===== src/rtl/mips_timer_pkg.sv =====
// mips_timer_pkg: register offsets, CTRL bit positions, MODE encodings and FSM states for mips_timer
package mips_timer_pkg;
  localparam logic [1:0] OFF_CTRL   = 2'd0;
  localparam logic [1:0] OFF_PRESET = 2'd1;
  localparam logic [1:0] OFF_COUNT  = 2'd2;
  localparam int CTRL_EN      = 0;
  localparam int CTRL_MODE_LO = 1;
  localparam int CTRL_MODE_HI = 2;
  localparam int CTRL_IM      = 3;
  localparam logic [1:0] MODE_AUTO = 2'd1;
  typedef enum logic [1:0] {IDLE, LOAD, CNT, INT} timer_state_t;
endpackage


===== src/rtl/mips_timer.sv =====
// mips_timer: memory-mapped countdown timer with one-shot/auto-reload modes
// MIPS_TIMER_IRQ_EN builds the interrupt flag and irq output; otherwise irq is 0 and CTRL.IM reads 0
module mips_timer
  import mips_timer_pkg::*;
#(
  parameter logic [31:0] BASE_ADDR = 32'h0000_7F00
) (
  input  logic        clk,
  input  logic        reset,
  input  logic [31:0] addr,
  input  logic [3:0]  byteen,
  input  logic [31:0] wdata,
  output logic [31:0] rdata,
  output logic        hit,
  output logic        irq
);
  logic         en, im_rd, we, ctrl_we, preset_we, en_eff, unused_addr;
  logic [1:0]   mode;
  logic [31:0]  preset, count, count_nxt;
  timer_state_t state, state_nxt;
  assign hit         = addr[31:4] == BASE_ADDR[31:4];
  assign we          = hit && byteen == 4'b1111;
  assign ctrl_we     = we && addr[3:2] == OFF_CTRL;
  assign preset_we   = we && addr[3:2] == OFF_PRESET;
  assign unused_addr = ^addr[1:0];
  // a same-cycle CTRL write overrides the stored EN for LOAD/CNT decisions
  assign en_eff      = ctrl_we ? wdata[CTRL_EN] : en;
  always_comb begin
    rdata = addr[3:2] == OFF_CTRL   ? {28'd0, im_rd, mode, en} :
            addr[3:2] == OFF_PRESET ? preset :
            addr[3:2] == OFF_COUNT  ? count  : 32'd0;
  end
  always_comb begin
    state_nxt = state;
    count_nxt = count;
    case (state)
      IDLE: state_nxt = en ? LOAD : IDLE;
      LOAD: begin
        state_nxt = en_eff ? CNT : IDLE;
        count_nxt = en_eff ? preset : count;
      end
      CNT: begin
        state_nxt = !en_eff ? IDLE : count <= 32'd1 ? INT : CNT;
        count_nxt = !en_eff ? count : count <= 32'd1 ? 32'd0 : count - 32'd1;
      end
      default: state_nxt = IDLE;
    endcase
  end
  always_ff @(posedge clk) begin
    if (reset) begin
      en     <= 1'b0;
      mode   <= 2'd0;
      preset <= 32'd0;
      count  <= 32'd0;
      state  <= IDLE;
    end else begin
      en     <= ctrl_we ? wdata[CTRL_EN] : (state == INT && mode != MODE_AUTO) ? 1'b0 : en;
      mode   <= ctrl_we ? wdata[CTRL_MODE_HI:CTRL_MODE_LO] : mode;
      preset <= preset_we ? wdata : preset;
      count  <= count_nxt;
      state  <= state_nxt;
    end
  end
`ifdef MIPS_TIMER_IRQ_EN
  logic im, im_nxt, flag, flag_nxt, expire;
  assign expire   = state == CNT && en_eff && count <= 32'd1;
  assign im_nxt   = ctrl_we ? wdata[CTRL_IM] : im;
  // flag rises on entry to INT so irq is visible during the INT cycle itself
  assign flag_nxt = (ctrl_we || preset_we) ? 1'b0 : expire ? 1'b1 :
                    (state == INT && mode == MODE_AUTO) ? 1'b0 : flag;
  assign im_rd    = im;
  always_ff @(posedge clk) begin
    if (reset) begin
      im   <= 1'b0;
      flag <= 1'b0;
      irq  <= 1'b0;
    end else begin
      im   <= im_nxt;
      flag <= flag_nxt;
      irq  <= flag_nxt & im_nxt;
    end
  end
`else
  assign im_rd = 1'b0;
  assign irq   = 1'b0;
`endif
endmodule


===== config.mk =====
export PLATFORM = sky130hd
export DESIGN_NAME = mips_timer
export DESIGN_NICKNAME = d
export VERILOG_FILES = /design/src/rtl/mips_timer_pkg.sv /design/src/rtl/mips_timer.sv
export SDC_FILE = /design/constraint.sdc
export NUM_CORES = 1
export LEC_CHECK = 0
export ABC_CLOCK_PERIOD_IN_PS = 6100
export BUFFER_PORTS_ARGS = -buffer_cell sky130_fd_sc_hd__buf_2
export CORE_UTILIZATION = 57
export CTS_CLUSTER_DIAMETER = 120
export DETAILED_ROUTE_END_ITERATION = 10
export PLACE_DENSITY = 0.92
export SKIP_CTS_REPAIR_TIMING = 1
export SLEW_MARGIN = 5
export SYNTH_ARGS = -nofsm -noshare
export SYNTH_HDL_FRONTEND = slang
export SYNTH_SLANG_ARGS = --single-unit

===== constraint.sdc =====
create_clock -name clk -period 6.1 [get_ports clk]
set_clock_uncertainty 0.2 [all_clocks]
set_input_delay 0.915 -clock clk [delete_from_list [all_inputs] [get_ports clk]]
set_output_delay 0.915 -clock clk [all_outputs]
set_load 0.01 [all_outputs]

* Yosys cells after proc, flatten, opt, wreduce, memory -nomap -nowiden
Index checks and enable logic that the tools add are counted.
** Word-level totals
- Output and inout bits :: 34
- Flip-flop bits (word level) :: 69
** Cells by class
- Order comparisons :: 1
- Equality and inequality tests :: 10
- Mux-type cells :: 15
- $add $sub $neg :: 1
- Reductions and logical operators :: 9
** Operator list (number)
- $mux W32 :: 6
- $pmux W32 S2 :: 1
- $le A32 B1 Y1 const B :: 1
- $sub A32 B1 Y32 const B :: 1
- $eq A28 B11 Y1 const B :: 1
- $eq A2 B2 Y1 const B :: 3
- $pmux W2 S3 :: 1
- $mux W1 :: 5
- $eq A2 B1 Y1 const B :: 2
- $eq A4 B4 Y1 const B :: 1
- $logic_and A1 B1 Y1 :: 4
- $logic_not A2 Y1 :: 2
- $mux W2 :: 2
- $ne A2 B2 Y1 const B :: 2
- $reduce_bool A2 Y1 :: 2
- $reduce_and A3 Y1 :: 1
- $ne A2 B1 Y1 const B :: 1

* Longest topological paths before layout
Gate-level depths: netlist (run 1).
- Word-level depth :: 6
- Mapped depth :: 8
- Gate-level depth less buffers :: 7

* Least setup slack after synthesis (run 1)
No wires, ideal clock.
- Kind :: input-to-output
- Start point :: in addr[2]
- End point :: out rdata[21]
- Required time :: 4.985 ns
- Setup slack :: 2.792 ns
- Cell stages on the path :: 5
- Arrival :: 2.193 ns
- Path buffers :: 3
- Cell sequence :: clkbuf_1 > nor2b_1 > clkbuf_1 > buf_1 > a22o_1
** On the way
- Cells in the longest elaborated chain, start to end :: 4
- Elaborated cells on any way between the ends :: 6
** Ends and longest elaborated chain
- from (decl) :: RTL line mips_timer.sv:10 : input logic [31:0] addr,
- $eq A2 B2 Y1 :: RTL line mips_timer.sv:31 : addr[3:2] == OFF_COUNT ? count : 32'd0;
- $mux W32 :: RTL line mips_timer.sv:31
- $mux W32 :: RTL line mips_timer.sv:30 : addr[3:2] == OFF_PRESET ? preset :
- $mux W32 * :: RTL line mips_timer.sv:29 : rdata = addr[3:2] == OFF_CTRL ? {28'd0, im_rd, mode, en} :
- to (decl) :: RTL line mips_timer.sv:13 : output logic [31:0] rdata,
Mark *: on every way between the ends. The rest lies on a longest branch, timed or not.

* Worst setup path after layout (run 1)
- Start point :: in addr[27]
- End point :: reg count[25]
** On the way
- Cells in the longest elaborated chain, start to end :: 6
- Elaborated cells on any way between the ends :: 7
** Ends and longest elaborated chain
- $eq A28 B11 Y1 * :: RTL line mips_timer.sv:21 : assign hit = addr[31:4] == BASE_ADDR[31:4];
- $logic_and A1 B1 Y1 * :: RTL line mips_timer.sv:22 : assign we = hit && byteen == 4'b1111;
- $logic_and A1 B1 Y1 * :: RTL line mips_timer.sv:23 : assign ctrl_we = we && addr[3:2] == OFF_CTRL;
- $mux W1 * :: RTL line mips_timer.sv:27 : assign en_eff = ctrl_we ? wdata[CTRL_EN] : en;
- $ne A2 B2 Y1 (no source line)
- $reduce_and A3 Y1 (no source line) *
- to (signal assigned) :: RTL line mips_timer.sv:60 : count <= count_nxt;
- to (decl) :: RTL line mips_timer.sv:19 : logic [31:0] preset, count, count_nxt;
Marked as above.
A chain may end at the register's enable or synchronous reset.

==> impl_summary.md, run 1 <==
Critical path
The worst setup path is of the input pin to flip-flop kind. The startpoint identified for the worst register-to-register timing path is count[8]. The maximum fanout along the worst path is 13. STA classifies the critical path endpoint as a flip-flop. The critical path starts at addr[27]. The worst path required time is 6.18 ns.

The critical path data arrival time is ~3.7 ns. The worst setup path is launched from an input pin. Measured in cells, the most critical reg-to-reg path has a length of 7.

Clock network
The total clock sinks is slightly below 70. The number of clock buffers inserted by TritonCTS is 9. After clock tree synthesis, the clock-pin slew on the worst setup and hold paths is 0.08 ns. The longest clock path from root to sink contains 2 buffers. The insertion delay to the later sink of the worst-skew pair is 0.36 ns. The TritonCTS clock tree is done. The cell at the root of the clock tree is sky130_fd_sc_hd__clkbuf_8. The number of levels in the clock H-tree is 3.

STA
After layout, the minimum clock period comes to approximately 3.6 ns. Derived from the worst setup path, the maximum achievable clock frequency is 277 MHz. The final cycle utilization of the critical path is between 50% and 60%. The hold violation count in the final report is 0.

Setup repair after global routing left no endpoint under its margin. The number of max-slew violations in the final report was 0. For the final routed database, the setup TNS stands at 0 ns. The worst slew slack as a fraction of its limit is 23.9%. The transition time at the pin with the least slew margin is 1.14 ns.

The final number of setup-violating endpoints is 0.

Min path
Counting instances, the worst hold path has a depth of 2. The startpoint of the lowest-slack hold path is preset[17]. The min-delay analysis places its worst path in the category flip-flop to flip-flop.

Global route
The largest net degree at the start of global routing is between 70 and 80. The total global routing overflow is 0. In the global route stage, met1 resource usage came out at 39.7%. The number of antenna violations at the first check in global routing is 0. The via count of the first global-routing pass is around 4000. Across every metal layer, demand over resource in global routing totals a little under a third.

The met2 capacity usage during global routing is around 54%. The wire length of the first global-routing pass is approximately 19000 um. met2 is the most crowded layer. The met3 demand-to-capacity share in global routing is slightly below 6%.

Drt
Once detail routing completed, the nets flagged for antenna violations numbered 0. The number of detailed-route iterations in the first pass is 5. The total length of routed wires is between 10000 and 15000 um.

After detailed routing, the number of remaining DRC violations is 0. The first routing iteration left between 400 and 500 violations. The via count normalized by instance count is 6.31.

The average wire per standard cell is roughly 16 um. Detailed routing inserted a total of approximately 4400 vias.

Pwr
Combinational logic burns under 10% of the power. The part of the total power dissipated in sequential elements is a little over 50%. The peak supply drop is ~140 uV. For this design the static power due to leakage is 1.77 nW. The internal power is about 0.69 mW. Net switching is 22.5% of the power.

Of the total power, the clock network draws 44.8%. The analysis attributes to net switching a power of approximately 0.2 mW. The power per standard cell area is around 190 nW/um2.

Floorplanning
In this run the count of I/O pins placed on the die edge is between 100 and 150. From left edge to right edge, the die measures around 85 um. The vertical die dimension is about 85 um. The effective utilization at floorplan is about three fifths.

The number of placement rows is 30. The area enclosed by the die boundary is between 7000 and 8000 um2. The core region is ~6800 um2.

Yosys
The synthesis warning total is 0. The share of async-settable or async-resettable flops after synthesis is 0%. A synthesized cell averages between 7 and 8 um2. The dominant cell type by area after synthesis is sky130_fd_sc_hd__dfxtp_1. The count of unique library cells instantiated by Yosys is 54. The number of flip-flops and latches in the synthesized netlist is ~70.

The portion of synthesized cell area occupied by the leading cell type is a little over a third. The post-synthesis sequential area ratio is between 30% and 40%. Yosys mapped a number of flops with a built-in enable equal to 0. In this run the cell area of the synthesized design comes to approximately 4000 um2. After synthesis, the cell types taking the most area are sky130_fd_sc_hd__dfxtp_1 (35%), sky130_fd_sc_hd__nand2_1 (11%), sky130_fd_sc_hd__a21oi_1 (10%), sky130_fd_sc_hd__a22o_1 (6.2%), sky130_fd_sc_hd__clkbuf_1 (3.2%).

For this run, the leading register cell type out of synthesis is sky130_fd_sc_hd__dfxtp_1. When the netlist entered floorplanning its net count stood at slightly above 600. The post-synthesis cell count is 543.

Layout
Of the cells placed in the final design, the portion with a size suffix greater than 1 is roughly 22%. The net count reported at finish is 686. From synthesis to final layout, the design area changed by 16.7%.

Summing all non-filler instances in the final layout gives an area of between 4000 and 5000 um2. The diode insertion count for antenna repair is 0. The core occupancy in the finished layout is 68.6%.

Placed design
The post-detailed-placement half-perimeter wirelength is about 7200 um. Input and output buffers added on the ports amount to 100. The placed standard-cell area is between 4000 and 5000 um2. The placer congestion estimate is approximately 0.86.

Outcome
The flow ran to the end, and the final reports show no timing, DRC or antenna violations.

Job
Across the run, the number of max-cap violations was 0.
power groups by stage:
stage	clock network [mW]	logic, mW	registers [mW]
after global placement	0	0.0408	0.461
after detailed placement	0	0.0420	0.461
after floorplan	0	0.0166	0.461
after CTS	0.401	0.0423	0.450
after global routing	0.423	0.0460	0.450
final	0.400	0.0427	0.450
kinds of logic (layout without fill, tap and decap cells):
family          after synthesis  in the layout  share of synthesized area (%)
mux                           7              7                           1.80
other cells                   1              1                         0.0944
simple gates                232            232                           28.5
flops                        69             69                           34.8
xor+xnor                      1              1                          0.221
buf+inv                      50            126                           5.45
compound gates              181            181                           28.5
fa+ha+maj                     2              2                          0.630
metrics by stage:
step	worst slack (ns)	total power, mW	instances	hold slack (ns)
6_report	2.48	0.892	699	0.269
3_3_place_gp	2.17	0.501	683	0.257
3_5_place_dp	2.20	0.503	683	0.259
5_1_grt	2.23	0.919	699	0.288
2_1_floorplan	2.79	0.477	543	0.241
4_1_cts	2.54	0.893	699	0.269
worst paths after layout:
path	to	slack, ns
min reg2reg	preset[17]	0.27
min	preset[17]	0.27
max	count[25]	2.48
max reg2reg	count[22]	2.85
cell usage in the layout, fill, tap and decap left out, types with 3 or more instances in the layout:
cell	instances
sky130_fd_sc_hd__nand2_1	117
sky130_fd_sc_hd__buf_2	100
sky130_fd_sc_hd__a21oi_1	79
sky130_fd_sc_hd__dfxtp_1	69
sky130_fd_sc_hd__a22o_1	28
sky130_fd_sc_hd__nor2_1	28
sky130_fd_sc_hd__o21ai_1	23
sky130_fd_sc_hd__o21ai_0	16
sky130_fd_sc_hd__nor4_1	12
sky130_fd_sc_hd__nor3_1	12
sky130_fd_sc_hd__clkbuf_8	12
sky130_fd_sc_hd__o31ai_1	11
sky130_fd_sc_hd__nand3_1	9
sky130_fd_sc_hd__or4_1	8
sky130_fd_sc_hd__nand2b_1	7
sky130_fd_sc_hd__buf_4	7
sky130_fd_sc_hd__nand4_1	6
sky130_fd_sc_hd__mux2i_1	6
sky130_fd_sc_hd__and2_1	6
sky130_fd_sc_hd__o32ai_1	5
sky130_fd_sc_hd__or3_1	4
sky130_fd_sc_hd__a211oi_1	4
sky130_fd_sc_hd__inv_1	3
sky130_fd_sc_hd__nor4b_1	3
sky130_fd_sc_hd__and3_1	3
sky130_fd_sc_hd__o21a_1	3
cells in the mapped netlist (2+ instances only):
cell / count
sky130_fd_sc_hd__a211oi_1: 4
sky130_fd_sc_hd__a21oi_1: 79
sky130_fd_sc_hd__a22o_1: 28
sky130_fd_sc_hd__and2_1: 6
sky130_fd_sc_hd__and3_1: 3
sky130_fd_sc_hd__buf_2: 8
sky130_fd_sc_hd__buf_4: 3
sky130_fd_sc_hd__clkbuf_1: 34
sky130_fd_sc_hd__dfxtp_1: 69
sky130_fd_sc_hd__ha_1: 2
sky130_fd_sc_hd__inv_1: 3
sky130_fd_sc_hd__mux2i_1: 6
sky130_fd_sc_hd__nand2_1: 117
sky130_fd_sc_hd__nand2b_1: 7
sky130_fd_sc_hd__nand3_1: 9
sky130_fd_sc_hd__nand4_1: 6
sky130_fd_sc_hd__nand4b_1: 2
sky130_fd_sc_hd__nor2_1: 28
sky130_fd_sc_hd__nor2b_1: 4
sky130_fd_sc_hd__nor3_1: 12
sky130_fd_sc_hd__nor4_1: 12
sky130_fd_sc_hd__nor4b_1: 3
sky130_fd_sc_hd__nor4bb_1: 2
sky130_fd_sc_hd__o21a_1: 3
sky130_fd_sc_hd__o21ai_0: 16
sky130_fd_sc_hd__o21ai_1: 23
sky130_fd_sc_hd__o31ai_1: 11
sky130_fd_sc_hd__o32ai_1: 5
sky130_fd_sc_hd__o41ai_1: 2
sky130_fd_sc_hd__or3_1: 4
sky130_fd_sc_hd__or4_1: 8
sky130_fd_sc_hd__or4_4: 2
critical path, cell delays in order:
cell	delay, ns
sky130_fd_sc_hd__buf_2	0.09
sky130_fd_sc_hd__or4_1	0.56
sky130_fd_sc_hd__nor2_1	0.11
sky130_fd_sc_hd__nor4bb_1	0.29
sky130_fd_sc_hd__buf_4	0.22
sky130_fd_sc_hd__mux2i_1	0.90
sky130_fd_sc_hd__buf_4	0.35
sky130_fd_sc_hd__o21ai_0	0.12
sky130_fd_sc_hd__a21oi_1	0.13
flip-flops by register name, summed over array words and instances (netlist names):
register / flops
count: 32
preset: 32
mode: 2
state: 2
en: 1
per-layer routing:
layer	routed length, um	vias up
met5	0	-
met4	176	0
met3	929	24
met2	5550	239
met1	4550	2043
li1	-	2108
area by class of cell:
class,instances,area (um2)
multi-input combinational,424,2380
fill,588,2120
sequential,69,1380
timing repair buffer,107,553
clock buffer,13,169
tap,80,100
clock inverter,3,42.5
inverter,3,11.3
(Power assumes the default switching activity.)
==> run 2: changes to the inputs <==
- ABC_CLOCK_PERIOD_IN_PS: 6100 -> 3280
- CORE_UTILIZATION: 57 -> 48
- PLACE_DENSITY: 0.92 -> 0.84
- clock period: 6.1 -> 3.28 ns (I/O delays scaled with it)
==> impl_summary.md, run 2 (synthesis gave the netlist of run 1 again) <==
Clock network
The clock-pin slew on the worst setup and hold paths came to 0.08 ns (about the same). The number of clock buffers inserted by TritonCTS came to 9 (unchanged). The insertion delay to the later sink of the worst-skew pair came to 0.36 ns (about the same).

The maximum number of buffers from clock root to sink is 2 (unchanged). The total clock sinks was 69 (unchanged). TritonCTS built the clock tree. The number of levels in the clock H-tree is 3 (unchanged). In this run the clock root is driven by a sky130_fd_sc_hd__clkbuf_8.

Critical path
The maximum fanout along the worst path is 9 (-4). The critical path data arrival time is 2.86 ns (-0.84 ns). The worst register-to-register path begins at count[8]. The register-to-register setup slack was 0.48 ns (-2.37 ns).

The number of cells on the worst reg-to-reg path is 6 (-1). The type of element capturing the critical path is a flip-flop. The worst path required time is 3.34 ns (-2.84 ns).

The type of origin of the critical path is a flip-flop. The kind of critical path is flip-flop to flip-flop. In this run the critical register-to-register path is captured at count[31].

Job
The number of max-cap violations is 0 (unchanged).

Drt
The overall via count from detail_route is 4365 (-1.1%). The total DRC errors in the routed layout is 0 (unchanged). The initial detailed-routing violation count is 349 (-27%). The average wire per standard cell is 15.2 um (-5.3%).

The number of detailed-route iterations in the first pass is 5 (unchanged). The remaining antenna violation count after routing is 0 (unchanged). The via count normalized by instance count is 5.94 (-6.0%). The total length of routed wires is 11100 um (-0.47%).

Global route
The number of antenna violations at the first check in global routing came to 0 (unchanged). The via count of the first global-routing pass came to 4134 (+2.3%). The largest net degree at the start of global routing came to 49 (-36%). The wire length of the first global-routing pass is 18200 um (-2.5%). The total global routing overflow is 0 (unchanged). The global routing usage summed across all routing layers is 26.1% (-5.3 points).

Layout
The number of fill cells came to 731 (+24%). The net count reported at finish is 700 (+2.0%). The finished layout cell area is 4790 um2 (+3.4%).

The commonest non-fill, non-tap cell in the layout is sky130_fd_sc_hd__nand2_1. The area growth from synthesis to layout is 20.7%. The library cells used most frequently in the layout, excluding fill and tap cells, are sky130_fd_sc_hd__nand2_1 (117), sky130_fd_sc_hd__buf_2 (100), sky130_fd_sc_hd__a21oi_1 (79). The share of layout cells above drive strength 1 is 23.5% (+1.9 points). The core occupancy in the finished layout was 61.1% (-7.5 points). The largest registers in the layout are count x32, preset x32. The diode insertion count for antenna repair came to 0 (unchanged).

Floorplanning
The die extent in x is 93.0 um (+8.8%). The effective utilization at floorplan is 50.6% (-8.2 points). The vertical die dimension is 93.0 um (+8.8%). The I/O pin total is 104 (unchanged).

The area of the core is 7850 um2 (+16%). The area enclosed by the die boundary came to 8640 um2 (+18%). The number of placement rows is 32 (+6.7%).

Pwr
The peak supply drop came to 215 uV (+52%). The power per standard cell area is 356 nW/um2 (+85%). The leakage power total is 1.84 nW (+4.4%). The total design power is 1.71 mW (+91%).

STA
The number of max-slew violations in the final report came to 0 (unchanged). The worst slew slack as a fraction of its limit is 40.3% (+16 points). Setup repair after global routing left no endpoint under its margin. The final number of setup-violating endpoints came to 0 (unchanged). After layout, the worst path uses a little under nine tenths of the clock period. The setup TNS after final layout is 0 ns (unchanged). The hold violation count in the final report is 0 (unchanged). The transition time at the pin with the least slew margin was 0.895 ns (-0.246 ns). Static timing analysis puts the maximum clock frequency at 357 MHz. The minimum period implied by the final worst setup slack is roughly 2.8 ns.

Placed design
The placer congestion estimate is 0.870 (+0.85%). The count of input and output buffers is 100 (unchanged). The post-detailed-placement half-perimeter wirelength is 7580 um (+5.0%). The placed standard-cell area is 4570 um2 (+3.3%).

Min path
The startpoint of the lowest-slack hold path is wdata[10]. The terminating pin of the worst hold path is preset[10]. The min-delay analysis places its worst path in the category input pin to flip-flop. The worst hold path depth is 3 (+1).

Outcome
The flow ran to the end, and the final reports show no timing, DRC or antenna violations.
==> run 2: worst max-delay path by stage <==
| stage | from | endpoint | slack [ns] | cells past startpoint |
|---|---|---|---|---|
| 6_report | count[8] | count[31] | 0.48 | 6 |
| 5_1_grt | count[8] | count[1] | 0.27 | 7 |
| 4_1_cts | addr[27] | count[22] | 0.53 | 8 |
| 3_5_place_dp | addr[27] | count[25] | 0.18 | 9 |
| 3_3_place_gp | addr[27] | count[26] | 0.21 | 9 |
| 2_1_floorplan | addr[27] | count[0] | 0.53 | 8 |
==> run 2: cell type report <==
type / instances / area [um2] / share of cell area, %
multi-input cells: 424 / 2380 / 49.6
flip-flops and latches: 69 / 1380 / 28.8
repair buffers: 121 / 671 / 14.0
clock buffers: 10 / 138 / 2.87
well taps: 102 / 128 / 2.66
clock inverters: 6 / 86.3 / 1.80
inverters: 3 / 11.3 / 0.235
==> run 2: critical path, cell delays in order (launching register included) <==
cell	delay, ns
sky130_fd_sc_hd__dfxtp_1	0.39
sky130_fd_sc_hd__or4_1	0.67
sky130_fd_sc_hd__nor3b_2	0.41
sky130_fd_sc_hd__and3_1	0.45
sky130_fd_sc_hd__nand4_1	0.16
sky130_fd_sc_hd__a2bb2oi_1	0.16
sky130_fd_sc_hd__o32ai_1	0.25
==> run 2: stage by stage <==
stage          hold slack [ns]  instances  worst slack (ns)
2_1_floorplan            0.241        543             0.532
3_5_place_dp             0.260        719             0.181
6_report                 0.158        735             0.482
3_3_place_gp             0.256        719             0.211
4_1_cts                  0.160        735             0.528
5_1_grt                  0.163        735             0.274
==> run 2: where the power goes <==
group           switching (mW)  internal [mW]
registers      0.0000000000244          0.837
logic                   0.0426         0.0366
clock network            0.344          0.447
==> run 2: routing by layer <==
metal  wire length (um)  share of wire [%]  vias up  track usage, %
met3                828                7.4       23            5.34
met1               4610                 41     1999            30.3
met4                192                1.7        0            11.8
met2               5520                 49      210            46.0
li1                   -                  -     2133               -
met5                  0                  0        -               0
